### config.mk
export PLATFORM = sky130hd
export DESIGN_NAME = vertex_xform_sequencer
export DESIGN_NICKNAME = d
export VERILOG_FILES = /design/src/rtl/mgpu_pkg.sv /design/src/rtl/xf_timeout_cnt.sv /design/src/rtl/vertex_xform_sequencer.sv
export SDC_FILE = /design/constraint.sdc
export NUM_CORES = 1
export LEC_CHECK = 0
export BUFFER_PORTS_ARGS = -buffer_cell sky130_fd_sc_hd__buf_2
export CAP_MARGIN = 10
export CORE_AREA = 5 5 235 237
export DETAILED_ROUTE_END_ITERATION = 12
export DIE_AREA = 0 0 240 242
export PLACE_DENSITY_LB_ADDON = 0.05
export SLEW_MARGIN = 20
export SYNTH_ARGS = -nofsm -noshare
export SYNTH_HDL_FRONTEND = slang
export SYNTH_SLANG_ARGS = --single-unit
### constraint.sdc
create_clock -name fclk -period 4 [get_ports fclk]
set_input_delay 0.6 -clock fclk [delete_from_list [all_inputs] [get_ports fclk]]
set_output_delay 0.6 -clock fclk [all_outputs]
set_load 0.02 [all_outputs]
### src/rtl/mgpu_pkg.sv
// Shared widths, vertex layout and sequencer states for the vertex transform path.
// Coordinates are Q1.10.5 and angles are Q1.2.13, both carried as 16-bit words.
package mgpu_pkg;
  localparam int COORD_W = 16;
  localparam int ANGLE_W = 16;
  localparam int NUM_VTX = 4;
  localparam int VTX_W   = 3 * COORD_W;
  localparam int SCR_W   = 2 * COORD_W;

  typedef enum logic [1:0] {ST_IDLE, ST_REQ, ST_WAIT, ST_PUB} state_e;

  // Bit offset of vertex idx inside vtx_flat; each slot holds {X,Y,Z}.
  function automatic int vtx_base(input logic [1:0] idx);
    return VTX_W * int'(idx);
  endfunction
endpackage

### src/rtl/xf_timeout_cnt.sv
// Per-vertex watchdog: counts enabled cycles since the last clear and saturates.
// expire_o is combinational and marks the last enabled cycle before TIMEOUT_CYC is reached.
module xf_timeout_cnt #(
  parameter int TIMEOUT_CYC = 1023,
  parameter int CNT_W       = $clog2(TIMEOUT_CYC + 1)
) (
  input  logic clk,
  input  logic rst_n,
  input  logic clr_i,
  input  logic en_i,
  output logic expire_o
);
  localparam logic [CNT_W-1:0] LAST = CNT_W'(TIMEOUT_CYC - 1);

  logic [CNT_W-1:0] cnt_q;

  always_ff @(posedge clk or negedge rst_n) begin
    if (!rst_n) begin
      cnt_q <= '0;
    end else if (clr_i) begin
      cnt_q <= '0;
    end else if (en_i && cnt_q <= LAST) begin
      cnt_q <= cnt_q + 1'b1;
    end
  end

  assign expire_o = en_i && (cnt_q >= LAST);
endmodule

### src/rtl/vertex_xform_sequencer.sv
// Snapshots the pose on frame_start, walks the four vertices through the shared transform
// unit one request at a time, and publishes all screen coordinates together (frame_done at t+10).
module vertex_xform_sequencer
  import mgpu_pkg::*;
#(
  parameter int TIMEOUT_CYC = 1023
) (
  input  logic                       fclk,
  input  logic                       rst_n,
  input  logic                       frame_start,
  input  logic                       clr_flags,
  input  logic [COORD_W-1:0]         Xc,
  input  logic [COORD_W-1:0]         Yc,
  input  logic [COORD_W-1:0]         Zc,
  input  logic [NUM_VTX*VTX_W-1:0]   vtx_flat,
  input  logic [3*ANGLE_W-1:0]       angle_flat,
  output logic                       xf_req_valid,
  input  logic                       xf_req_ready,
  output logic [COORD_W-1:0]         xf_vx,
  output logic [COORD_W-1:0]         xf_vy,
  output logic [COORD_W-1:0]         xf_vz,
  output logic [COORD_W-1:0]         xf_cx,
  output logic [COORD_W-1:0]         xf_cy,
  output logic [COORD_W-1:0]         xf_cz,
  output logic [ANGLE_W-1:0]         xf_ax,
  output logic [ANGLE_W-1:0]         xf_ay,
  output logic [ANGLE_W-1:0]         xf_az,
  output logic [1:0]                 xf_idx,
  input  logic                       xf_rsp_valid,
  input  logic [COORD_W-1:0]         xf_rsp_sx,
  input  logic [COORD_W-1:0]         xf_rsp_sy,
  output logic [NUM_VTX*SCR_W-1:0]   scr_flat,
  output logic                       scr_valid,
  output logic                       frame_done,
  output logic                       busy,
  output logic                       err_overrun,
  output logic                       err_timeout
);
  localparam int CNT_W = $clog2(TIMEOUT_CYC + 1);

  state_e                          state_q;
  logic [1:0]                      idx_q;
  logic [NUM_VTX*VTX_W-1:0]        vtx_q;
  logic [COORD_W-1:0]              cx_q, cy_q, cz_q;
  logic [3*ANGLE_W-1:0]            ang_q;
  logic [NUM_VTX-1:0][SCR_W-1:0]   shadow_q;
  logic [NUM_VTX-1:0][SCR_W-1:0]   scr_q;
  logic                            scr_vld_q, done_q, ovr_q, tmo_q;
  logic                            last_vtx, rsp_take, cnt_clr, cnt_en, expire;

  assign last_vtx = (idx_q == 2'(NUM_VTX - 1));
  assign rsp_take = (state_q == ST_WAIT) && xf_rsp_valid;
  // Counter restarts on every entry to REQ: frame launch or a non-final response.
  assign cnt_clr  = ((state_q == ST_IDLE) && frame_start) || (rsp_take && !last_vtx);
  assign cnt_en   = (state_q == ST_REQ) || (state_q == ST_WAIT);

  xf_timeout_cnt #(
    .TIMEOUT_CYC(TIMEOUT_CYC),
    .CNT_W      (CNT_W)
  ) u_tmo (
    .clk     (fclk),
    .rst_n   (rst_n),
    .clr_i   (cnt_clr),
    .en_i    (cnt_en),
    .expire_o(expire)
  );

  always_ff @(posedge fclk or negedge rst_n) begin
    if (!rst_n) begin
      state_q   <= ST_IDLE;
      idx_q     <= '0;
      vtx_q     <= '0;
      cx_q      <= '0;
      cy_q      <= '0;
      cz_q      <= '0;
      ang_q     <= '0;
      shadow_q  <= '0;
      scr_q     <= '0;
      scr_vld_q <= 1'b0;
      done_q    <= 1'b0;
      ovr_q     <= 1'b0;
      tmo_q     <= 1'b0;
    end else begin
      done_q <= 1'b0;
      // Flag sets below come later so a same-cycle error beats the clear.
      if (clr_flags) begin
        ovr_q <= 1'b0;
        tmo_q <= 1'b0;
      end
      if (frame_start && state_q != ST_IDLE) ovr_q <= 1'b1;
      case (state_q)
        ST_IDLE: begin
          if (frame_start) begin
            vtx_q   <= vtx_flat;
            cx_q    <= Xc;
            cy_q    <= Yc;
            cz_q    <= Zc;
            ang_q   <= angle_flat;
            idx_q   <= '0;
            state_q <= ST_REQ;
          end
        end
        ST_REQ: begin
          if (xf_req_ready) begin
            state_q <= ST_WAIT;
          end else if (expire) begin
            tmo_q   <= 1'b1;
            state_q <= ST_IDLE;
          end
        end
        ST_WAIT: begin
          if (xf_rsp_valid) begin
            shadow_q[idx_q] <= {xf_rsp_sx, xf_rsp_sy};
            if (last_vtx) begin
              state_q <= ST_PUB;
            end else begin
              idx_q   <= idx_q + 2'd1;
              state_q <= ST_REQ;
            end
          end else if (expire) begin
            tmo_q   <= 1'b1;
            state_q <= ST_IDLE;
          end
        end
        default: begin
          scr_q     <= shadow_q;
          scr_vld_q <= 1'b1;
          done_q    <= 1'b1;
          state_q   <= ST_IDLE;
        end
      endcase
    end
  end

  assign xf_req_valid = (state_q == ST_REQ);
  assign busy         = (state_q != ST_IDLE);
  assign xf_idx       = idx_q;
  assign xf_vx        = vtx_q[vtx_base(idx_q) + 2*COORD_W +: COORD_W];
  assign xf_vy        = vtx_q[vtx_base(idx_q) +   COORD_W +: COORD_W];
  assign xf_vz        = vtx_q[vtx_base(idx_q)             +: COORD_W];
  assign xf_cx        = cx_q;
  assign xf_cy        = cy_q;
  assign xf_cz        = cz_q;
  assign xf_ax        = ang_q[2*ANGLE_W +: ANGLE_W];
  assign xf_ay        = ang_q[ANGLE_W   +: ANGLE_W];
  assign xf_az        = ang_q[0         +: ANGLE_W];
  assign scr_flat     = scr_q;
  assign scr_valid    = scr_vld_q;
  assign frame_done   = done_q;
  assign err_overrun  = ovr_q;
  assign err_timeout  = tmo_q;
endmodule
==> reports/qor.yml <==
synth_enable_flop_cells: 0
htree_levels: 2
drt_first_pass_iters: 5
met3_usage: 0.0807
met2_usage: 0.367
outcome: "completed"
ios: 606
syn-num-nets: 1832
cp.required_ns: 3.40
dp.cells: 2736
cts-root-buf: "clkbuf_16"
hold_path.startpoint: "angle_flat[3]"
tns_ns: 0
dp_hpwl_mm: 51.3
grt_pass1_wl_mm: 106
gr-usage-all-layers: 0.238
hold_path_end: "ang_q[3]$_DFFE_PN0P_"
die_x_microns: 240
grt_setup_unrepaired: "false"
irDropWorstVdd_uv: 473
stdcell_count: 2861
place.gp.congestion: 0.870
grt_pass1_vias: 16386
use_met1: 0.319
skew_ns: 0.0184
place_area_sq_mm: 0.0278
port_buffers: 605
powerDensity_mw_per_mm2: 886
slew_headroom: 0.366
post-route-period-util: 0.942
r2r-start: "xf_idx[0]$_DFFE_PN0P_"
vias: 15335
synth.ff_latch_count: 562
overflow: 0
layout-drive-gt1-share: 0.642
setup_ws_ns: 0.233
power.total_uw: 26400
hold_viol_final: 0
max_slew.worst_pin.slew_ns: 0.950
die-area_sq_mm: 0.0581
cts.sinks: 562
yosys_most_used_dff: "dfrtp_1"
rows: 85
post-cts-setup-buffer-count: 0
initial_core_util: 0.450
r2r_setup_slack_ns: 1.61
initialDrtViolationCount: 820
drv_cap: 0
cp.arrival_ns: 3.17
coreArea_sq_mm: 0.0531
drtAntennaViolNets: 0
fin_area_sq_mm: 0.0298
top_usage_layer: "met2"
ys_types: 46
tritoncts: "done"
p_leak_uw: 0.0143
hold_depth: 2
drc: 0
drt-total-wl_mm: 69.9
grt_max_degree: 83
reg2reg_depth: 5
cp_max_fo: 28
synthArstFlopShare: 1.00
synth_cells: 1493
slew_viol_final: 0
hold_path_class: "in -> reg"
max_freq_ghz: 0.265
antenna_found_initial: 25
r2r-end: "shadow_q[47]$_DFFE_PN0P_"
worst_setup_path_start_kind: "flop"
clk_latency_ns: 0.61
yosysSeqAreaShare: 0.589
finalCriticalPeriod_ns: 3.77
via_per_inst: 5.36
yosysWarnings: 0
finalSetupViolCount: 0
crit_path_end_kind: "output pin"
ctsLongestPathBuffers: 3
dp_slack_ns: 0.747
cts_buffers: 59
netlist_area_sq_mm: 0.0239
fin_nets: 2441
wire_per_inst_microns: 24.4
die_h_microns: 242
synthToLayoutAreaGrowth_pct: 24.8
path_clk_slew_ns: 0.06
critPathKind: "reg -> out"
avgSynthCellArea_sq_um: 16.0
## cell families after synthesis
kind of cell | after synthesis | share of synthesized area
fa+ha+maj | 13 | 0.00681
buf+inv | 118 | 0.0239
compound gates | 61 | 0.0179
mux | 655 | 0.346
flops | 562 | 0.589
simple gates | 81 | 0.0162
xor+xnor | 3 | 0.00110
## timing repair
item | in CTS | in global routing
endpoints found under the hold margin | 45 | 0
hold buffers | 1 | 0
endpoints found under the setup margin | 0 | 10
gates resized for setup | 0 | 2
## registers in the layout, indices dropped and copies added, names as in the netlist, 2 cells and up
register / count
vtx_q: 192
xf_cx: 16
state_q: 2
ang_q: 48
u_tmo.cnt_q: 10
xf_cz: 16
xf_idx: 2
shadow_q: 128
xf_cy: 16
scr_flat: 128
## routing by layer
layer / share of wire / routed length, microns
met1: 0.41 / 28700
met2: 0.47 / 32600
met3: 0.092 / 6450
met4: 0.031 / 2140
met5: 0.0014 / 98
## cell usage in the layout (no fill, tap or decap), drive strengths merged, types with 15 or more instances in the layout
master | Yosys | layout
buf | 75 | 638
dfrtp | 562 | 562
mux2 | 560 | 560
clkbuf | 16 | 92
mux4 | 80 | 80
nor2 | 34 | 34
inv | 27 | 28
nand2 | 18 | 18
a22oi | 16 | 16
diode | 0 | 15
mux2i | 15 | 15
## worst max-delay path by stage
stage | cells after the start | to | start
after global placement | 7 | xf_vx[10] | xf_idx[1]$_DFFE_PN0P_
after floorplan | 9 | xf_vx[1] | xf_idx[1]$_DFFE_PN0P_
after global routing | 7 | xf_vx[10] | xf_idx[1]$_DFFE_PN0P_
after detailed placement | 7 | xf_vx[10] | xf_idx[1]$_DFFE_PN0P_
final | 7 | xf_vx[10] | xf_idx[1]$_DFFE_PN0P_
after CTS | 7 | xf_vx[10] | xf_idx[1]$_DFFE_PN0P_
## synth_stat cells (2+ instances only)
cell | count | area share
nor3_1 | 6 | 0.0013
ha_1 | 13 | 0.0068
or2_2 | 3 | 0.00079
a22o_1 | 4 | 0.0015
a21oi_1 | 5 | 0.0010
o32ai_1 | 3 | 0.0011
mux4_2 | 80 | 0.075
o22ai_1 | 13 | 0.0034
o21ai_0 | 7 | 0.0015
nand2b_1 | 3 | 0.00079
inv_1 | 27 | 0.0042
and2_1 | 2 | 0.00052
buf_4 | 10 | 0.0031
buf_2 | 64 | 0.013
mux2_1 | 7 | 0.0033
nand2_1 | 18 | 0.0028
mux2_2 | 553 | 0.26
nand3_1 | 2 | 0.00042
nor2b_1 | 3 | 0.00079
or3_1 | 3 | 0.00079
nor2_1 | 34 | 0.0053
dfrtp_1 | 562 | 0.59
clkbuf_1 | 14 | 0.0022
mux2i_1 | 15 | 0.0063
and3_1 | 2 | 0.00052
clkbuf_2 | 2 | 0.00042
xnor2_1 | 2 | 0.00073
o31ai_1 | 3 | 0.00094
a22oi_1 | 16 | 0.0050
## report_power, final
part           internal (uW)  switching (uW)
Sequential              8090            1690
Combinational           5260            5780
Clock                   3340            2270
## worst max-delay path, cell delays in order (launching register included)
cell	delay, ns
dfrtp_2	0.49
inv_1	0.12
ha_2	0.54
buf_12	0.25
mux4_2	0.53
mux2i_1	0.24
o22ai_1	0.16
buf_2	0.19
## area by class of cell
class	instances	area, sq um
fillers	4423	23200
diodes	15	37.5
flip-flops and latches	562	14100
clock buffers	92	1800
clock inverters	17	203
repair buffers	639	3450
well taps	696	871
multi-input cells	813	9300
inverters	27	101
## stage by stage
stage | utilization | hold slack (ns)
floorplan | - | 0.304
global placement | 0.523 | 0.453
detailed placement | 0.523 | 0.481
CTS | 0.561 | 0.172
global route | 0.562 | 0.190
finish | 0.562 | 0.215
Note: power is estimated with default switching activity, not from simulation.
